[src/rtl/hex_disp_pkg.sv]
// Shared constants for the seven-segment digit counters: per-digit radix limits,
// FSM state encoding and the supported digit count.
package hex_disp_pkg;

  localparam logic [3:0] RADIX_HEX  = 4'hF;
  localparam logic [3:0] RADIX_BCD  = 4'h9;
  localparam int         MAX_DIGITS = 8;

  typedef enum logic {
    ST_STOPPED = 1'b0,
    ST_RUNNING = 1'b1
  } state_t;

  function automatic logic [3:0] digit_max(input bit bcd);
    return bcd ? RADIX_BCD : RADIX_HEX;
  endfunction

endpackage

[src/rtl/hex_digit_cell.sv]
// One 4-bit counter digit: clear/load/step with wrap at the radix boundary and a
// boundary flag that feeds the carry/borrow chain of the next digit up.
module hex_digit_cell
  import hex_disp_pkg::*;
(
  input  logic       clk,
  input  logic       reset,
  input  logic       step,
  input  logic       up_dn,
  input  logic [3:0] max,
  input  logic       load,
  input  logic [3:0] load_d,
  input  logic       clear,
  output logic [3:0] q,
  output logic       at_bound
);

  logic [3:0] r_q;
  logic [3:0] w_q_next;

  // A digit above max (only reachable by loading BCD) behaves as a boundary going up,
  // so it wraps to 0 and carries instead of sticking at an illegal code.
  assign at_bound = up_dn ? (r_q >= max) : (r_q == 4'd0);
  assign q        = r_q;

  always_comb begin
    w_q_next = r_q;
    if (clear) begin
      w_q_next = 4'd0;
    end else if (load) begin
      w_q_next = load_d;
    end else if (step) begin
      if (up_dn) begin
        w_q_next = (r_q >= max) ? 4'd0 : r_q + 4'd1;
      end else if ((r_q == 4'd0) || (r_q > max)) begin
        w_q_next = max;
      end else begin
        w_q_next = r_q - 4'd1;
      end
    end
  end

  always_ff @(posedge clk or posedge reset) begin
    if (reset) begin
      r_q <= 4'd0;
    end else begin
      r_q <= w_q_next;
    end
  end

endmodule

[src/rtl/hex_digit_counter.sv]
// Multi-digit hex/BCD up/down counter for a seven-segment bank: prescaler-driven
// count ticks, run/stop FSM, clear/load, single-cycle ripple and rollover pulse.
module hex_digit_counter
  import hex_disp_pkg::*;
#(
  parameter int CLK_HZ  = 50_000_000,
  parameter int TICK_HZ = 1,
  parameter int DIGITS  = 6,
  parameter int BCD     = 0
) (
  input  logic                  clk,
  input  logic                  reset,
  input  logic                  run,
  input  logic                  up_dn,
  input  logic                  clear,
  input  logic                  load,
  input  logic [4*DIGITS-1:0]   load_value,
  output logic [4*DIGITS-1:0]   digits,
  output logic                  tick,
  output logic                  wrap,
  output logic                  running
);

  localparam int              PERIOD    = CLK_HZ / TICK_HZ;
  localparam int              PW        = (PERIOD > 1) ? $clog2(PERIOD) : 1;
  localparam logic [PW-1:0]   PRESC_TC  = PW'(PERIOD - 1);
  localparam logic [3:0]      DIGIT_MAX = digit_max(BCD != 0);

  state_t        r_state;
  logic          r_running;
  logic          r_tick;
  logic          r_wrap;
  logic [PW-1:0] r_presc;

  logic              w_step_en;
  logic [DIGITS:0]   w_carry;
  logic [DIGITS-1:0] w_bound;

  assign tick    = r_tick;
  assign wrap    = r_wrap;
  assign running = r_running;

  // A registered tick turns into a step one cycle later unless clear/load take the cycle.
  assign w_step_en  = r_tick & ~clear & ~load;
  assign w_carry[0] = 1'b1;

  genvar gi;
  generate
    for (gi = 0; gi < DIGITS; gi++) begin : g_digit
      hex_digit_cell u_cell (
        .clk      (clk),
        .reset    (reset),
        .step     (w_step_en & w_carry[gi]),
        .up_dn    (up_dn),
        .max      (DIGIT_MAX),
        .load     (load),
        .load_d   (load_value[4*gi +: 4]),
        .clear    (clear),
        .q        (digits[4*gi +: 4]),
        .at_bound (w_bound[gi])
      );
      assign w_carry[gi+1] = w_carry[gi] & w_bound[gi];
    end
  endgenerate

  // Run/stop FSM together with the prescaler; the prescaler only advances while
  // RUNNING so a pause keeps the partial period.
  always_ff @(posedge clk or posedge reset) begin
    if (reset) begin
      r_state   <= ST_STOPPED;
      r_running <= 1'b0;
      r_presc   <= '0;
      r_tick    <= 1'b0;
    end else begin
      r_tick <= 1'b0;
      case (r_state)
        ST_STOPPED: begin
          if (run) begin
            r_state   <= ST_RUNNING;
            r_running <= 1'b1;
          end
        end
        ST_RUNNING: begin
          if (!run) begin
            r_state   <= ST_STOPPED;
            r_running <= 1'b0;
          end
        end
      endcase
      if (clear || load) begin
        r_presc <= '0;
      end else if (r_state == ST_RUNNING) begin
        if (r_presc == PRESC_TC) begin
          r_presc <= '0;
          r_tick  <= 1'b1;
        end else begin
          r_presc <= r_presc + PW'(1);
        end
      end
    end
  end

  // Every digit at its boundary during a step means the whole counter rolls over.
  always_ff @(posedge clk or posedge reset) begin
    if (reset) begin
      r_wrap <= 1'b0;
    end else begin
      r_wrap <= w_step_en & w_carry[DIGITS];
    end
  end

endmodule

[config.mk]
export PLATFORM = sky130hd
export DESIGN_NAME = hex_digit_counter
export DESIGN_NICKNAME = d
export VERILOG_FILES = /design/src/rtl/hex_disp_pkg.sv /design/src/rtl/hex_digit_cell.sv /design/src/rtl/hex_digit_counter.sv
export SDC_FILE = /design/constraint.sdc
export NUM_CORES = 1
export LEC_CHECK = 0
export CAP_MARGIN = 20
export CORE_ASPECT_RATIO = 0.6
export CORE_MARGIN = 2
export CORE_UTILIZATION = 58
export DETAILED_ROUTE_END_ITERATION = 6
export PLACE_DENSITY = 0.79
export SETUP_SLACK_MARGIN = 0.05
export SLEW_MARGIN = 20
export SYNTH_ARGS = -nofsm -noshare
export SYNTH_HDL_FRONTEND = slang
export SYNTH_HIERARCHICAL = 1
export SYNTH_SLANG_ARGS = --single-unit
export TNS_END_PERCENT = 1
[constraint.sdc]
create_clock -name clk -period 3.2 [get_ports clk]
set_input_delay 0.96 -clock clk [delete_from_list [all_inputs] [get_ports clk]]
set_output_delay 0.96 -clock clk [all_outputs]
set_load 0.03 [all_outputs]
# --- Word level (Yosys, flattened, before mapping) ---
# Index checks and enable logic that the tools add are counted.
word_totals:
  register_bits: 54
  in_bits: 30
classes:
  addsub: 13
  order_cmp: 12
  eq_ne: 3
  mux: 52
  n_bitwise: 16
  reduce_logical: 21
ops:
  columns: ["operator", "n"]
  rows:
  - ["$mux W4", 36]
  - ["$mux W26", 3]
  - ["$add A26 B1 Y26 const B", 1]
  - ["$eq A26 B26 Y1 const B", 1]
  - ["$add A4 B1 Y4 const B", 6]
  - ["$ge A4 B4 Y1 const B", 6]
  - ["$gt A4 B4 Y1 const B", 6]
  - ["$logic_not A4 Y1", 6]
  - ["$sub A4 B1 Y4 const B", 6]
  - ["$reduce_bool A3 Y1", 6]
  - ["$and A1 B1 Y1", 13]
  - ["$mux W1", 12]
  - ["$logic_or A1 B1 Y1", 7]
  - ["$ne A2 B2 Y1 const B", 2]
  - ["$not A1 Y1", 3]
  - ["$pmux W1 S2", 1]
  - ["$reduce_and A2 Y1", 1]
  - ["$reduce_bool A2 Y1", 1]

# --- Longest topological paths before layout ---
# Gate-level depths: netlist of the first run.
depth:
  word_depth: 10
  depth_mapped: 12

# --- By module ---
# Netlist of the first run, hierarchy kept.
modules_own_cells:
  columns: ["mod", "instances", "cells_per_inst", "area_each_um2", "seq_area_each_um2"]
  rows:
  - ["hex_digit_cell", 6, 68, 539.3, 100.1]
  - ["hex_digit_counter", 1, 194, 1744.2, 750.7]

# --- Least setup slack after synthesis of the first run ---
# No wires, ideal clock.
synth_timing:
  kind: "reg2reg"
  from: "register g_digit[2].u_cell.r_q[1]"
  to: "register g_digit[5].u_cell.r_q[1]"
  arrival_time_ps: 2452
  slack_ps: 622
  path_stages_with_launch: 11
  cell_sequence: "dfrtp_1 ha_1 nor2b_1 o211a_1 o22a_2 and4_1 and3_1 nand2b_1 a21oi_1 nor2b_1 a221o_1"
synth_between:
  elab_chain_cells: 7
  elab_cells_between_ends: 8
  cone_classes: "order compare: 1; mux: 1; bitwise: 4; reduce/logical: 2"
synth_lines:
  columns: ["item", "line", "rtl"]
  rows:
  - ["start, declared", "hex_digit_cell.sv:18", "logic [3:0] r_q;"]
  - ["start signal, assigned", "hex_digit_cell.sv:47", "r_q <= w_q_next;"]
  - ["$ge A4 B4 Y1 / $logic_not A4 Y1 (equally long branches)", "hex_digit_cell.sv:23", "assign at_bound = up_dn ? (r_q >= max) : (r_q == 4'd0);"]
  - ["$mux W1 *", "hex_digit_cell.sv:23", null]
  - ["net w_bound[2]", "hex_digit_counter.sv:37", "logic [DIGITS-1:0] w_bound;"]
  - ["$and A1 B1 Y1 * (3 in a row)", "hex_digit_counter.sv:62", "assign w_carry[gi+1] = w_carry[gi] & w_bound[gi];"]
  - ["$and A1 B1 Y1 *", "hex_digit_counter.sv:53", ".step (w_step_en & w_carry[gi]),"]
  - ["$reduce_bool A3 Y1 (no line) *", null, null]
  - ["end signal, assigned", "hex_digit_cell.sv:47", null]
  - ["end, declared", "hex_digit_cell.sv:18", null]
# The timed path passes the listed nets; every way through them passes the cells marked *.
# A chain may end at the register's enable or synchronous reset.

# --- Worst setup path after layout of the first run ---
layout_timing:
  from: "input port up_dn"
  to: "register g_digit[5].u_cell.r_q[1]"
layout_between:
  elab_cells_between_ends: 15
  cone_classes: "mux: 9; bitwise: 5; reduce/logical: 1"
layout_lines:
  columns: ["item", "line", "rtl"]
  rows:
  - ["start, declared", "hex_digit_counter.sv:14", "input logic up_dn,"]
  - ["$mux W1", "hex_digit_cell.sv:23", null]
  - ["net w_bound[2]", "hex_digit_counter.sv:37", null]
  - ["$and A1 B1 Y1 (3 in a row)", "hex_digit_counter.sv:62", null]
  - ["$and A1 B1 Y1", "hex_digit_counter.sv:53", null]
  - ["$reduce_bool A3 Y1 (no line)", null, null]
# The timed path passes the listed nets, and every way through them passes these cells. The select of a mux whose other input is x is not followed.

==> results of run 1 <==
==> flip-flops by register name, indices dropped and copies added, names as in the netlist <==
| signal | count |
|---|---|
| g_digit.u_cell/q | 24 |
| running | 1 |
| r_presc | 26 |
| r_state | 1 |
| wrap | 1 |
| tick | 1 |
==> worst register-to-register path, delay by kind of cell (launching register included) <==
kind	cells	cell delay, ps
fa+ha+maj	1	350
simple gates	5	910
compound gates	4	970
flops	1	470
==> synthesized netlist by cell type (8+ instances only) <==
library cell | instances | share of area, %
a21o_1 | 8 | 1.2
o22a_2 | 12 | 2.4
nand3_1 | 24 | 2.4
o211ai_1 | 13 | 2.0
nor3_1 | 46 | 4.6
a221o_1 | 12 | 2.4
nor2b_1 | 12 | 1.5
inv_1 | 41 | 3.1
o21ai_0 | 24 | 2.4
nand2b_1 | 24 | 3.0
ha_1 | 38 | 9.5
mux2i_1 | 18 | 3.6
xor2_1 | 21 | 3.7
nand2_1 | 64 | 4.8
a32o_1 | 8 | 1.6
a21oi_1 | 28 | 2.8
xnor2_1 | 15 | 2.6
nor2_1 | 22 | 1.7
nand4_1 | 17 | 2.1
dfrtp_1 | 54 | 27
and3_1 | 8 | 1.0
buf_2 | 8 | 0.80
==> cells by family (layout without fill, tap and decap cells) <==
kind of cell,Yosys count,count (layout),share of synthesized area (%)
AO/OA/AOI/OAI,130,130,18.8
XOR/XNOR,36,36,6.33
adder cells (fa/ha/maj),39,39,9.75
buffers and inverters,61,125,5.40
flip-flops,54,54,27.1
multiplexers,18,18,3.62
other,1,36,0.0753
AND/OR/NAND/NOR,263,263,28.9
==> area by class of cell <==
cell class | count | area, um^2
clock buffers | 6 | 129
clock inverters | 2 | 37.5
fillers | 657 | 2420
inverters | 41 | 154
multi-input cells | 522 | 3490
flip-flops and latches | 54 | 1350
well taps | 112 | 140
repair buffers | 76 | 706
==> power groups by stage <==
stage	sequential [uW]	clock, uW	combinational [uW]
after floorplan	810	0	419
after global placement	782	0	640
after detailed placement	785	0	662
after CTS	772	640	670
after global routing	779	674	746
final	774	637	685
==> stage by stage <==
stage | setup WS (ps) | power, uW | hold slack (ps)
after floorplan | 622 | 1230 | 493
after global placement | 66.0 | 1420 | 521
after detailed placement | -28.1 | 1450 | 526
after CTS | 276 | 2080 | 553
after global routing | 181 | 2200 | 576
final | 213 | 2100 | 545
==> layer usage <==
layer  GRT usage (%)  up-vias  share of wire, %
met5               0        -                 0
met4            7.95        0              0.93
met1            46.5     2378                48
met3            6.89       15               9.4
met2            43.7      248                42
li1                -     2346                 -
==> how the worst min path moves through the flow <==
stage	start	to	slack, ps	depth (start not counted)
floorplan	r_presc[3]	r_presc[3]	490	1
global placement	r_presc[20]	r_presc[20]	520	2
detailed placement	running	running	530	1
CTS	running	running	550	1
global route	r_presc[25]	r_presc[25]	580	1
finish	running	running	550	1
==> metrics, run 1 <==
ANT cells 0; Pwr Density 349 nW/um^2; yosys warns 6; Worst Path Buf+Inv 2; Root Buffer clkbuf_16; Area Growth Syn to Fin 20.7%; setup skew after layout 6.77 ps; Post-synth EDFFs 0; CTS clk-pin slew, worst paths 80 ps; Worst path depth 10; register area share after synthesis 27.1%; Final min period 2990 ps; via count 4987; RR Startpoint g_digit[0].u_cell/q[1]; max-slew violations 0; reg2reg setup slack 390 ps; peak supply drop 0.230 mV; final instance area 6010 um^2; r2r worst-path depth 10; Worst Setup SP up_dn; number of global-route vias before repair 4528; Area after DPL 5840 um^2; Leakage 0.00281 uW; Crit Path Max Fanout 13; gr usage total 30.6%; Fin. Hold Viols 0; CP Capture Type flip-flop; Max Cap Viol 0; commonest non-fill, non-tap cell in the layout nand2_1; ys flop type dfrtp_1; largest net degree at the start of global routing 64; Worst-Margin Slew 625 ps; WL final 14200 um; fraction of layout cells with a size suffix above 1 7.56%; CTS HTree Levels 2; worst relative slew slack 58.0%; Sw Share 33.7%; vias per inst 6.13; Final setup violation count 0; placed cells 805; CP top delay family simple AND/OR/NAND/NOR gates; fin util 71.3%; P_sw 707 uW; critical path launch point type input pin; CP peak stage delay 460 ps; status complete, no violations; Total Neg Setup Slack 0 ps; Layout Cells excl Fill 813; DP HPWL 10500 um; Core ar. 8430 um^2; Final Cycle Share 93.3%; clock share of power 30.4%; Avg Cell Area, Syn 8.27 um^2; Port Buf Inserts 56; critical path cell sequence clkdlybuf4s50_1, buf_4, nand4b_1, o22a_2, and4_1, and3_1, nand2b_1, a21oi_1, nor2b_1, a221o_1; Worst-Skew Late Latency 300 ps; global-route wire length before repair 22300 um; Post-CTS Resized 0; Pint 1390 uW; sequential power share 36.9%; grt ovf 0; DRT antenna net count 0; Num CTS Buffers 5; die area 9370 um^2; chip width 124 um; Comb pwr share 32.7%; Yosys cell types 48; FP Rows 26; clk sinks 54; Critical Setup Path Class input pin to flip-flop; DR WL/cell 17.4 um; Gate Count Post-Synth 602; Vert. Die Dim 75.8 um; crit path capture g_digit[5].u_cell/q[1]; ys async rst share 100%; hold_buf cts 0; DRC 0; CTS max path bufs 2; slowest stage cell, crit path clkdlybuf4s50_1; Data arrival, critical path 3170 ps; Hold Path Class flip-flop to flip-flop; RePlAce Congestion 0.999; DRT Pass-1 Iters 5; setup bufs post-CTS 0; most frequent cells in the layout nand2_1 (64), clkdlybuf4s50_1 (55), dfrtp_1 (54); mapped cell area 4980 um^2; 1st-iter DRT viols 446; RSZ-0062 raised after global routing no; I/O Pins 57; starting density of the core 59.1%; initial antenna violation count 0; CTS tree done; Fmax 335 MHz; CP required 3380 ps; nets 768; FF-to-FF End g_digit[5].u_cell/q[1]; FF+latch count, synth 54
Power figures use the tool's default switching activity.
==> run 2, diff against run 1 <==
Settings changed: CORE_UTILIZATION 58 to 52, GPL_TIMING_DRIVEN set to 1, PLACE_DENSITY 0.79 to 0.82.
Clock period 3.2 ns to 2.65 ns, I/O delays scaled along.
==> run 2 against run 1 <==
First-iteration DRC count rose by 0.22%. Sequential share of layout area shrank 0.99 points. Combinational power rose by 34%. Clock power grew 24%. Final area rose by 4.6%. Power rose by 24%. Worst setup slack worse by 100 ps. Global-route usage is 1.0 points lower. Clock-buffer cell count decreased by 1. Highest routed layer unchanged.
==> metrics, run 2 (same netlist as run 1, synthesis figures left out) <==
status complete, no violations; nets 797; ANT cells 0; CTS HTree Levels 2; setup bufs post-CTS 0; clk sinks 54; Area Growth Syn to Fin 26.2%; Critical Setup Path Class input pin to flip-flop; fraction of layout cells with a size suffix above 1 12.2%; Final Cycle Share 95.9%; commonest non-fill, non-tap cell in the layout nand2_1; starting density of the core 54.0%; Fmax 394 MHz; critical path cell sequence dlygate4sd2_1, nand4b_1, o22a_2, and4_4, and2_1, nand2b_1, a21oi_1, nor2b_1, a221o_1; final instance area 6290 um^2; CTS max path bufs 2; vias per inst 5.97; max-slew violations 0; Worst-Margin Slew 611 ps; Fin. Hold Viols 0; most frequent cells in the layout nand2_1 (64), dfrtp_1 (54), clkdlybuf4s50_1 (54); CTS tree done; critical path launch point type input pin; Leakage 0.00297 uW; Top reg by flops r_presc; Port Buf Inserts 56; global-route wire length before repair 24500 um; Final min period 2540 ps; Layout Cells excl Fill 860; placed cells 852; I/O Pins 57; Top Layer Used met4; peak supply drop 0.361 mV; chip width 130 um; Area after DPL 6090 um^2; RePlAce Congestion 0.959; DR WL/cell 17.3 um; Hold Path Class flip-flop to flip-flop; met2 wire len 6380 um; CP Capture Type flip-flop; WL met3 1230 um; CTS clk-pin slew, worst paths 80 ps; DRC 0; Root Buffer clkbuf_16; DRT antenna net count 0; Pwr Density 415 nW/um^2; WL met1 7030 um; largest net degree at the start of global routing 64; gr usage total 29.6%; Vert. Die Dim 79.8 um; CP required 2850 ps; initial antenna violation count 0; WL final 14900 um; worst relative slew slack 58.9%; DP HPWL 11300 um; Core ar. 9220 um^2; Max Cap Viol 0; FP Rows 27; setup skew after layout 8.42 ps; Data arrival, critical path 2740 ps; max reg flops 26; via count 5136; Worst-Skew Late Latency 310 ps; 1st-iter DRT viols 447; number of global-route vias before repair 5058; Crit Path Max Fanout 6; RSZ-0062 raised after global routing yes; grt ovf 0; Final setup violation count 0; Num CTS Buffers 5; die area 10400 um^2; DRT Pass-1 Iters 5; CP peak stage delay 410 ps; slowest stage cell, crit path dlygate4sd2_1
==> run 2: cell types whose count changed in the layout (fill, tap and decap cells not counted), sizes merged <==
cell,change
buf,+29
clkbuf,-1
clkdlybuf4s50,-1
clkinv,+1
clkinvlp,-1
dlygate4sd2,+1
inv,+1
==> run 2: where the power goes <==
| part | leakage, uW | switching, uW | total, uW | internal [uW] |
|---|---|---|---|---|
| clock | 0.0000842 | 342 | 791 | 449 |
| combinational | 0.00215 | 502 | 918 | 416 |
| sequential | 0.000736 | 42.7 | 898 | 856 |
| total | 0.00297 | 887 | 2610 | 1720 |
==> run 2: per-layer routing <==
layer	GRT usage, %	up-vias
met3	4.69	25
met1	43.0	2432
met2	45.3	270
met5	0	-
met4	8.83	0
li1	-	2409
==> run 2: layout make-up <==
type,count,area (um^2)
well taps,130,163
multi-input cells,522,3510
repair buffers,105,938
clock inverters,3,43.8
flip-flops and latches,54,1350
fillers,753,2940
inverters,41,154
clock buffers,5,125
==> run 2: through the flow <==
stage / hold slack (ps) / utilization, % / total power, uW / setup slack, ps / setup TNS (ps)
after floorplan: 493 / - / 1480 / 72.3 / 0
after detailed placement: 530 / 66.1 / 1800 / -530 / -6990
after CTS: 546 / 67.9 / 2580 / 61.3 / 0
final: 551 / 68.2 / 2610 / 109 / 0
after global routing: 564 / 68.2 / 2730 / 4.78 / 0
after global placement: 522 / 66.1 / 1760 / -385 / -5200
==> run 2: critical path, delay by kind of cell <==
family | cells | cell delay [ps]
and+or+nand+nor | 5 | 880
AOI/OAI and AO/OA | 3 | 660
buffers and inverters | 1 | 410
==> run 2: path summary, 6_finish.rpt <==
check / from / end / slack, ps / cells past startpoint
setup reg to reg: g_digit[0].u_cell/q[3] / g_digit[4].u_cell/q[1] / 160 / 10
max in group asynchronous: reset / r_presc[7] / 1310 / 4
setup / recovery: up_dn / g_digit[4].u_cell/q[1] / 110 / 9
hold reg to reg: running / running / 550 / 1
min in group asynchronous: reset / g_digit[1].u_cell/q[1] / 840 / 3
hold / removal: running / running / 550 / 1
==> run 2: what timing repair did <==
action | 4_1_cts | 5_1_grt
endpoints found under the setup margin | 15 | 15
hold buffers | 0 | 0
resized for setup | 2 | 7
cloned | 0 | 0
pin swaps | 0 | 1
